$ cat src/rtl/pipe_regfile_wb_pkg.sv
`default_nettype none
// ============================================================================
//  Module      : pipe_regfile_wb_pkg
//  Description : Shared Y86 definitions for the write-back stage: status
//                codes, instruction codes, register IDs (including RNONE)
//                and an ID range helper.
//  Revision    : 1.0 - initial release
// ============================================================================
package pipe_regfile_wb_pkg;

   typedef enum logic [2:0] {
      STAT_AOK = 3'd1,
      STAT_HLT = 3'd2,
      STAT_ADR = 3'd3,
      STAT_INS = 3'd4
   } stat_e;

   typedef enum logic [3:0] {
      ICODE_HALT   = 4'h0,
      ICODE_NOP    = 4'h1,
      ICODE_CMOVXX = 4'h2,
      ICODE_IRMOVQ = 4'h3,
      ICODE_RMMOVQ = 4'h4,
      ICODE_MRMOVQ = 4'h5,
      ICODE_OPQ    = 4'h6,
      ICODE_JXX    = 4'h7,
      ICODE_CALL   = 4'h8,
      ICODE_RET    = 4'h9,
      ICODE_PUSHQ  = 4'hA,
      ICODE_POPQ   = 4'hB
   } icode_e;

   typedef enum logic [3:0] {
      REG_RAX  = 4'h0,
      REG_RCX  = 4'h1,
      REG_RDX  = 4'h2,
      REG_RBX  = 4'h3,
      REG_RSP  = 4'h4,
      REG_RBP  = 4'h5,
      REG_RSI  = 4'h6,
      REG_RDI  = 4'h7,
      REG_R8   = 4'h8,
      REG_R9   = 4'h9,
      REG_R10  = 4'hA,
      REG_R11  = 4'hB,
      REG_R12  = 4'hC,
      REG_R13  = 4'hD,
      REG_R14  = 4'hE,
      REG_NONE = 4'hF
   } reg_id_e;

   // True when the ID names an implemented register. RNONE (15) is never
   // implemented because the register count is capped at 15.
   function automatic logic id_in_range(input logic [3:0] id, input int nregs);
      return int'(id) < nregs;
   endfunction

endpackage
`default_nettype wire

$ cat src/rtl/y86_regarray.sv
`default_nettype none
// ============================================================================
//  Module      : y86_regarray
//  Description : Architectural register array with two write ports (E, M)
//                and three combinational read ports with write-through
//                bypass. Port M wins when both ports target the same ID.
//  Ports       : clk, rst_n          clock, async active-low reset
//                wr_en               write enable for both ports
//                wr_dst_e/wr_val_e   write port E
//                wr_dst_m/wr_val_m   write port M
//                rd_id_a/b/c         read IDs, rd_val_a/b/c read data
//  Revision    : 1.0 - initial release
// ============================================================================
module y86_regarray
   import pipe_regfile_wb_pkg::*;
#(
   parameter int                DATA_W   = 64,
   parameter int                NREGS    = 15,
   parameter logic [DATA_W-1:0] RSP_INIT = '0
) (
   input  logic              clk,
   input  logic              rst_n,
   input  logic              wr_en,
   input  logic [3:0]        wr_dst_e,
   input  logic [DATA_W-1:0] wr_val_e,
   input  logic [3:0]        wr_dst_m,
   input  logic [DATA_W-1:0] wr_val_m,
   input  logic [3:0]        rd_id_a,
   input  logic [3:0]        rd_id_b,
   input  logic [3:0]        rd_id_c,
   output logic [DATA_W-1:0] rd_val_a,
   output logic [DATA_W-1:0] rd_val_b,
   output logic [DATA_W-1:0] rd_val_c
);

   logic [DATA_W-1:0] regs_q [NREGS];
   logic [DATA_W-1:0] regs_d [NREGS];

   logic [3:0]        rd_id  [3];
   logic [DATA_W-1:0] rd_val [3];

   // Port M is applied last so it overwrites port E on a shared ID.
   always_comb begin
      regs_d = regs_q;
      if (wr_en) begin
         if (id_in_range(wr_dst_e, NREGS)) regs_d[wr_dst_e] = wr_val_e;
         if (id_in_range(wr_dst_m, NREGS)) regs_d[wr_dst_m] = wr_val_m;
      end
   end

   always_ff @(posedge clk or negedge rst_n) begin
      if (!rst_n) begin
         for (int i = 0; i < NREGS; i++) begin
            regs_q[i] <= (i == int'(REG_RSP)) ? RSP_INIT : '0;
         end
      end else begin
         regs_q <= regs_d;
      end
   end

   // Bypass priority mirrors the write priority: M before E before array.
   function automatic logic [DATA_W-1:0] read_bypass(
      input logic [3:0]        id,
      input logic [DATA_W-1:0] arr_val
   );
      if (!id_in_range(id, NREGS))      return '0;
      if (wr_en && (id == wr_dst_m))    return wr_val_m;
      if (wr_en && (id == wr_dst_e))    return wr_val_e;
      return arr_val;
   endfunction

   assign rd_id[0] = rd_id_a;
   assign rd_id[1] = rd_id_b;
   assign rd_id[2] = rd_id_c;

   for (genvar p = 0; p < 3; p++) begin : g_rd_port
      assign rd_val[p] = read_bypass(rd_id[p], regs_q[rd_id[p]]);
   end

   assign rd_val_a = rd_val[0];
   assign rd_val_b = rd_val[1];
   assign rd_val_c = rd_val[2];

endmodule
`default_nettype wire

$ cat src/rtl/pipe_regfile_wb.sv
`default_nettype none
// ============================================================================
//  Module      : pipe_regfile_wb
//  Description : Y86 write-back stage. Holds the W pipeline register, writes
//                it into the register array every edge while the machine is
//                running, and tracks a sticky halt once W carries a non-AOK
//                status.
//  Ports       : clk, rst_n                 clock, async active-low reset
//                w_stall, w_bubble          W pipeline control
//                m_stat..m_valM             M-stage results to capture
//                d_srcA/B, d_rvalA/B        decode read ports
//                dbg_sel, dbg_val           debug read port
//                w_stat, w_icode, halted    status outputs
//  Revision    : 1.0 - initial release
// ============================================================================
module pipe_regfile_wb
   import pipe_regfile_wb_pkg::*;
#(
   parameter int                DATA_W   = 64,
   parameter int                NREGS    = 15,
   parameter logic [DATA_W-1:0] RSP_INIT = '0
) (
   input  logic              clk,
   input  logic              rst_n,
   input  logic              w_stall,
   input  logic              w_bubble,
   input  logic [2:0]        m_stat,
   input  logic [3:0]        m_icode,
   input  logic              m_cnd,
   input  logic [3:0]        m_dstE,
   input  logic [3:0]        m_dstM,
   input  logic [DATA_W-1:0] m_valE,
   input  logic [DATA_W-1:0] m_valM,
   input  logic [3:0]        d_srcA,
   input  logic [3:0]        d_srcB,
   output logic [DATA_W-1:0] d_rvalA,
   output logic [DATA_W-1:0] d_rvalB,
   input  logic [3:0]        dbg_sel,
   output logic [DATA_W-1:0] dbg_val,
   output logic [2:0]        w_stat,
   output logic [3:0]        w_icode,
   output logic              halted
);

   logic [2:0]        stat_q,   stat_d;
   logic [3:0]        icode_q,  icode_d;
   logic [3:0]        dste_q,   dste_d;
   logic [3:0]        dstm_q,   dstm_d;
   logic [DATA_W-1:0] vale_q,   vale_d;
   logic [DATA_W-1:0] valm_q,   valm_d;
   logic              halted_q, halted_d;
   logic              wr_en;
   logic              freeze;

   always_comb begin
      stat_d   = stat_q;
      icode_d  = icode_q;
      dste_d   = dste_q;
      dstm_d   = dstm_q;
      vale_d   = vale_q;
      valm_d   = valm_q;
      halted_d = halted_q | (stat_q != STAT_AOK);

      // A non-AOK instruction in W stops the machine: W keeps showing it and
      // nothing further is captured or written until reset.
      freeze = halted_q || (stat_q != STAT_AOK);
      wr_en  = (stat_q == STAT_AOK) && !halted_q;

      if (!freeze) begin
         if (w_bubble) begin
            stat_d  = STAT_AOK;
            icode_d = ICODE_NOP;
            dste_d  = REG_NONE;
            dstm_d  = REG_NONE;
            vale_d  = '0;
            valm_d  = '0;
         end else if (!w_stall) begin
            stat_d  = m_stat;
            icode_d = m_icode;
            // A conditional move whose condition failed must not write.
            dste_d  = ((m_icode == ICODE_CMOVXX) && !m_cnd) ? REG_NONE : m_dstE;
            dstm_d  = m_dstM;
            vale_d  = m_valE;
            valm_d  = m_valM;
         end
      end
   end

   always_ff @(posedge clk or negedge rst_n) begin
      if (!rst_n) begin
         stat_q   <= STAT_AOK;
         icode_q  <= ICODE_NOP;
         dste_q   <= REG_NONE;
         dstm_q   <= REG_NONE;
         vale_q   <= '0;
         valm_q   <= '0;
         halted_q <= 1'b0;
      end else begin
         stat_q   <= stat_d;
         icode_q  <= icode_d;
         dste_q   <= dste_d;
         dstm_q   <= dstm_d;
         vale_q   <= vale_d;
         valm_q   <= valm_d;
         halted_q <= halted_d;
      end
   end

   y86_regarray #(
      .DATA_W   (DATA_W),
      .NREGS    (NREGS),
      .RSP_INIT (RSP_INIT)
   ) u_regarray (
      .clk      (clk),
      .rst_n    (rst_n),
      .wr_en    (wr_en),
      .wr_dst_e (dste_q),
      .wr_val_e (vale_q),
      .wr_dst_m (dstm_q),
      .wr_val_m (valm_q),
      .rd_id_a  (d_srcA),
      .rd_id_b  (d_srcB),
      .rd_id_c  (dbg_sel),
      .rd_val_a (d_rvalA),
      .rd_val_b (d_rvalB),
      .rd_val_c (dbg_val)
   );

   assign w_stat  = stat_q;
   assign w_icode = icode_q;
   assign halted  = halted_q;

endmodule
`default_nettype wire

$ cat config.mk
export PLATFORM = sky130hd
export DESIGN_NAME = pipe_regfile_wb
export DESIGN_NICKNAME = d
export VERILOG_FILES = /design/src/rtl/pipe_regfile_wb_pkg.sv /design/src/rtl/y86_regarray.sv /design/src/rtl/pipe_regfile_wb.sv
export SDC_FILE = /design/constraint.sdc
export NUM_CORES = 2
export LEC_CHECK = 0
export BUFFER_PORTS_ARGS = -buffer_cell sky130_fd_sc_hd__buf_2
export CAP_MARGIN = 5
export CELL_PAD_IN_SITES_DETAIL_PLACEMENT = 1
export CELL_PAD_IN_SITES_GLOBAL_PLACEMENT = 2
export CORE_ASPECT_RATIO = 2
export CORE_MARGIN = 1
export CORE_UTILIZATION = 35
export DETAILED_ROUTE_END_ITERATION = 12
export PLACE_DENSITY = 0.8
export SYNTH_ARGS = -nofsm -noshare
export SYNTH_HDL_FRONTEND = slang
export SYNTH_SLANG_ARGS = --single-unit
$ cat constraint.sdc
create_clock -name clk -period 5 [get_ports clk]
set_input_delay 0.5 -clock clk [delete_from_list [all_inputs] [get_ports clk]]
set_output_delay 0.5 -clock clk [all_outputs]
set_load 0.05 [all_outputs]
# After elaboration in Yosys (flattened, before gate mapping)
# Index checks and enable logic that the tools add are counted.
# word_totals
rom_bits,0
reg_bits,1104
mem_count,0
output_inout_bits,200
latch_bits,0
ram_bits,0
# op_classes
reduce_logical,14
div_mod_pow,0
eq_ne,10
n_mux,64
order_cmp,12
bitwise_logic,7
multipliers,0
shifts,0
add_sub_neg,0
# ops
cell,n
$mux 960,3
$bwmux 960,2
$mux 64,30
$bmux 64 s4,3
$demux 64 s4,2
$mux 4,7
$ge 5x5->1 const B,5
$not 4->5,5
$eq 4x4->1,6
$lt 4x4->1 const B,5
$mux 1,15
$logic_and 1x1->1,10
$lt 5x1->1 const B,2
$mux 3,2
$eq 4x2->1 const B,1
$eq 3x1->1 const B,1
$ne 3x1->1 const B,1
$logic_not 1->1,2
$ne 2x1->1 const B,1
$reduce_and 2->1,1
$logic_or 1x1->1,1
$not 1->1,1
$or 1x1->1,1

# Logic depth before layout (Yosys ltp)
# depth
ltp_word,10
mapped_depth,9
depth_no_buf,5

# Hierarchy
# A second synthesis with hierarchy kept.
# hier_totals
cells_unflattened,7700
hier_area_um2,75087.0
# by_module_without_submodules
module,instances,area_per_inst_um2,seq_area_each_um2,cells_each
y86_regarray,1,68384.3,24023.0,7195
pipe_regfile_wb,1,6702.7,3616.0,505

# Worst setup path after synthesis
# OpenSTA, ideal clock, no wires.
# synth_path
kind,register to output
from,reg stat_q[0] (netlist: w_stat[0])
to,out dbg_val[21]
stages_incl_launch_ff,7
t_arrival_ns,4.189
required_ns,4.500
path_slack_ns,0.311
cell_sequence,dfstp_2 nor4b_4 inv_2 a21oi_2 buf_2 nor3_1 a2111oi_0
# synth_via
elab_chain_cells,9
# synth_rtl
element,line,source
start: declaration,pipe_regfile_wb.sv:45,"logic [2:0] stat_q, stat_d;"
start signal: assignment,pipe_regfile_wb.sv:99,stat_q <= stat_d;
$eq 3x1->1 (*),pipe_regfile_wb.sv:67,wr_en = (stat_q == STAT_AOK) && !halted_q;
$logic_and 1x1->1 (*),pipe_regfile_wb.sv:67,
$logic_and 1x1->1,y86_regarray.sv:68,if (wr_en && (id == wr_dst_e)) return wr_val_e;
$mux 1 (2 in series),y86_regarray.sv:68,
$mux 1,y86_regarray.sv:67,if (wr_en && (id == wr_dst_m)) return wr_val_m;
$mux 64,y86_regarray.sv:69,return arr_val;
$mux 64 (*),y86_regarray.sv:68,
$mux 64 (*),y86_regarray.sv:67,
end: declaration,pipe_regfile_wb.sv:39,"output logic [DATA_W-1:0] dbg_val,"
# Mark *: on every way between the ends. The rest lies on a longest branch, timed or not. The select of a mux whose other input is x is not followed.

# Final worst setup path
# layout_path
from,reg dstm_q[1]
to,out dbg_val[27]
# layout_via
elab_chain_cells,7
# layout_rtl
element,line,source
start: declaration,pipe_regfile_wb.sv:48,"logic [3:0] dstm_q, dstm_d;"
start signal: assignment,pipe_regfile_wb.sv:102,dstm_q <= dstm_d;
$eq 4x4->1 (*),y86_regarray.sv:67,
$logic_and 1x1->1 (*),y86_regarray.sv:67,
$mux 64,y86_regarray.sv:67,
$mux 64,y86_regarray.sv:68,
$mux 64,y86_regarray.sv:69,
$mux 64 (*),y86_regarray.sv:68,
$mux 64 (*),y86_regarray.sv:67,
# Marked as above.

==> results.md <==
- Status: finished with violations
- Failing checks: DRC, hold timing
- GRT Overall Usage: 0.390
- Peak Freq: a little over 200 MHz
- Largest net degree at the start of global routing: between 150 and 200
- Mean Syn Cell Area: ~9.8 sq um
- Initial core utilization: 0.352
- Core Area: 0.212 sq mm
- Sinks on Clock Net: roughly 1100
- Hold Crit Start: m_valE[10]
- Die W: ~330 microns
- Sw power: approximately 6.8 mW
- Worst VDD drop: around 0.00030 V
- Net Sw Frac: 0.314
- Int Pwr: ~15 mW
- R2R Path Start: dstm_q[1]$_DFFE_PN1P_
- Clock transition at path regs: 70 ps
- Worst Setup Start Kind: flip-flop
- Gr busiest metal: met2
- Fin crit period: a little under 5000 ps
- DRT Pass-1 Iters: 12
- Synthesized area: 0.0744 sq mm
- WL/cell: about 42 microns
- Highest net fanout along the worst path: 23
- Power Density: about 260 mW/mm^2
- Area share of the largest cell type after synthesis: 0.368
- Crit path launch: dstm_q[1]$_DFFE_PN1P_
- HP Class: primary input to flip-flop
- Vias: around 78000
- # IOs: 360
- Final period util: 0.967
- Port bufs: approximately 360
- Initial antenna violation count: 19
- Crit. End Element: primary output
- Clk_lat worst skew: between 800 and 900 ps
- Sequential area share after synthesis: 0.371
- Register share of total power: 0.424
- Post-route ant nets: 0
- Routability cong.: a little over 0.9
- Fin nets: about 7600
- Slew HR: 0.0962
- Post-synth net total: between 7000 and 8000
- Ys async rst share: 1.00
- Max_cap viols: 0
- Post-Route WL: between 400000 and 500000 microns
- Ys flop type: dfrtp_1
- Post-synth EDFFs: 0
- First-pass GRT wire length: roughly 600000 microns
- Sum of negative setup slack: 0 ps
- M3 GR Usage: 0.123
- DRC: ~100
- Worst-case clock buffer depth: 3
- Full die area: about 0.21 sq mm
- H-tree Lvls: 3
- Die H: 654 microns
- Leakage Power: about 36 nW
- Iteration-0 DRC Markers: between 10000 and 15000
- WHS: -5.56 ps
- Routed vias/inst: between 7 and 8
- Cells after Synth: 7583
- Slowest-stage cell, CP: a2111oi_1
- Cell variety after synth: 48
- Setup Skew: 49.5 ps
- Final Hold Fails: 1
- Area Overhead vs Synth: 13.8%
- TritonCTS Buffers: between 100 and 150
- RSZ-0062 raised after global routing: false
- Yosys reg bits: approximately 1100
- Number of synthesis warnings: 0
- Area leader, netlist: dfrtp_1
- Dpl hpwl: 246000 microns
- CP Cell Sequence: xnor2_1 > and4_4 > or3_4 > buf_12 > nor2_1 > a2111oi_1 > buf_12
- CP arrival: between 4000 and 5000 ps
- Ranking of synthesized cells by area: dfrtp_1, mux4_2, o22ai_1
- Gate power share: 0.150
- Final Setup Violations: 0
- Critical Path RT: ~4500 ps
- Clk pwr share: 0.425
- Met2 GRT Util: 0.590
- Place WS: 410 ps
- Rows: roughly 240
- GRT overflow: 0
- CTS tree: built
- Max Slew Vio Count: 0
- Share of layout cells above drive strength 1: 0.197
- Power Total: approximately 22 mW
- Worst setup path class: flip-flop to primary output
- Vias in the first global route: around 81000
- CP max stage delay: just over 900 ps
- Most common cell on crit path: buf_12
- GR met1 Demand/Resource: 0.447
- CTS root buffer: clkbuf_16
- Final worst slack: ~170 ps
- Actual slew at the worst max-slew pin: between 1000 and 1500 ps
## stage by stage
step | cell area [sq um] | util | hold slack [ps] | cells
after floorplan | 74400 | - | 204 | 7583
after global placement | 79500 | 0.376 | 446 | 9922
after detailed placement | 79600 | 0.376 | 459 | 9924
after CTS | 84700 | 0.400 | 5.98 | 10300
after global routing | 84700 | 0.400 | 23.3 | 10300
final | 84700 | 0.400 | -5.56 | 10300
## synthesized netlist by cell type (2+ instances only)
cell type and n:
a2111oi_0 24, a2111oi_1 42, a21o_1 2, a21oi_1 1000
a21oi_2 13, a22o_1 260, a2bb2oi_1 63, and2_1 6
and4_1 5, buf_1 229, buf_2 165, buf_4 35
clkbuf_1 628, clkbuf_2 2, dfrtp_1 1094, dfstp_2 10
inv_1 66, inv_2 2, mux2i_1 383, mux4_2 576
nand2_1 142, nand2b_1 72, nand3_1 54, nand3b_1 2
nand4_1 4, nor2_1 1039, nor2b_1 10, nor3_1 63
nor4_1 3, nor4_2 2, nor4b_1 2, o211a_1 128
o211ai_1 255, o21a_1 4, o21ai_0 64, o21ai_1 5
o21ai_2 2, o221ai_1 128, o22a_1 23, o22ai_1 946
xnor2_1 8, xor2_1 16
## power groups by stage
stage	sequential (mW)	combinational [mW]	clock, mW
after floorplan	9.17	1.82	0
after global placement	9.37	3.03	0
after detailed placement	9.37	3.07	0
after CTS	9.20	3.16	9.25
after global routing	9.20	3.33	9.51
final	9.21	3.27	9.23
## timing repair
action | CTS | global route
resized for setup | 0 | 0
buffers inserted | 0 | 0
hold buffers | 131 | 0
endpoints found under the hold margin | 162 | 0
## area by class of cell
cell class / count / area, sq um
Clock buffer: 148 / 3090
Fill cell: 23500 / 127000
Multi-Input combinational cell: 5352 / 42800
Tap cell: 2771 / 3470
Sequential cell: 1104 / 27600
Clock inverter: 58 / 696
Antenna cell: 10 / 25.0
Timing Repair Buffer: 760 / 6720
Inverter: 68 / 260
## cell usage in the layout, fill, tap and decap left out, types with 9 or more instances in the layout
cell              n
dfrtp_1        1094
nor2_1         1039
a21oi_1         999
o22ai_1         946
mux4_2          576
mux2i_1         383
buf_2           301
a22o_1          260
o211ai_1        255
buf_4           206
dlygate4sd3_1   131
o221ai_1        128
o211a_1         128
nand2_1         128
clkbuf_16       111
buf_12          108
inv_1            66
o21ai_0          64
nand2b_1         64
a2bb2oi_1        63
nor3_1           62
a2111oi_1        45
nand3_1          42
clkinv_2         31
o22a_1           23
clkbuf_1         20
a2111oi_0        18
clkbuf_8         17
xor2_1           16
a21oi_4          14
nand3_4          12
bufinv_16        12
nand2_4          11
diode_2          10
dfstp_2          10
buf_8            10
nor2b_1           9
## logic make-up (layout without fill, tap and decap cells)
logic type | count (synthesis) | in the layout | synth area share
buffers and inverters | 1127 | 1034 | 0.0614
and+or+nand+nor | 1408 | 1408 | 0.0774
DFF | 1104 | 1104 | 0.371
other | 0 | 10 | 0
xor gates and xnor gates | 24 | 24 | 0.00282
muxes | 959 | 959 | 0.226
AOI/OAI and AO/OA | 2961 | 2961 | 0.261
## worst paths after layout
path | end | slack, ps | cells after the start
setup reg to reg | u_regarray.regs_q[7]$_DFFE_PN0P_ | 960 | 6
hold / removal | vale_q[10]$_DFFE_PN0P_ | -6 | 2
min in group asynchronous | u_regarray.regs_q[366]$_DFFE_PN0P_ | 250 | 2
hold reg to reg | w_icode[0]$_DFFE_PN1P_ | 460 | 2
setup / recovery | dbg_val[27] | 170 | 7
max in group asynchronous | u_regarray.regs_q[836]$_DFFE_PN0P_ | 3130 | 4
## flip-flops by register name, summed over array words and instances (netlist names)
signal and flops:
w_stat 3, halted 1, vale_q 64, dstm_q 4, u_regarray.regs_q 960, dste_q 4, valm_q 64, w_icode 4
## routing by layer
| metal | wire, microns | vias up |
|---|---|---|
| met5 | 96 | - |
| met4 | 42300 | 14 |
| met3 | 54100 | 2357 |
| met2 | 188000 | 6790 |
| met1 | 141000 | 39600 |
| li1 | - | 28900 |
## worst max-delay path: cells and delay by family (launching register included)
kind | cells | cell delay, ps
simple gates | 3 | 1020
compound gates | 1 | 910
xor+xnor | 1 | 210
buf+inv | 2 | 510
flops | 1 | 780
(Power assumes the default switching activity.)
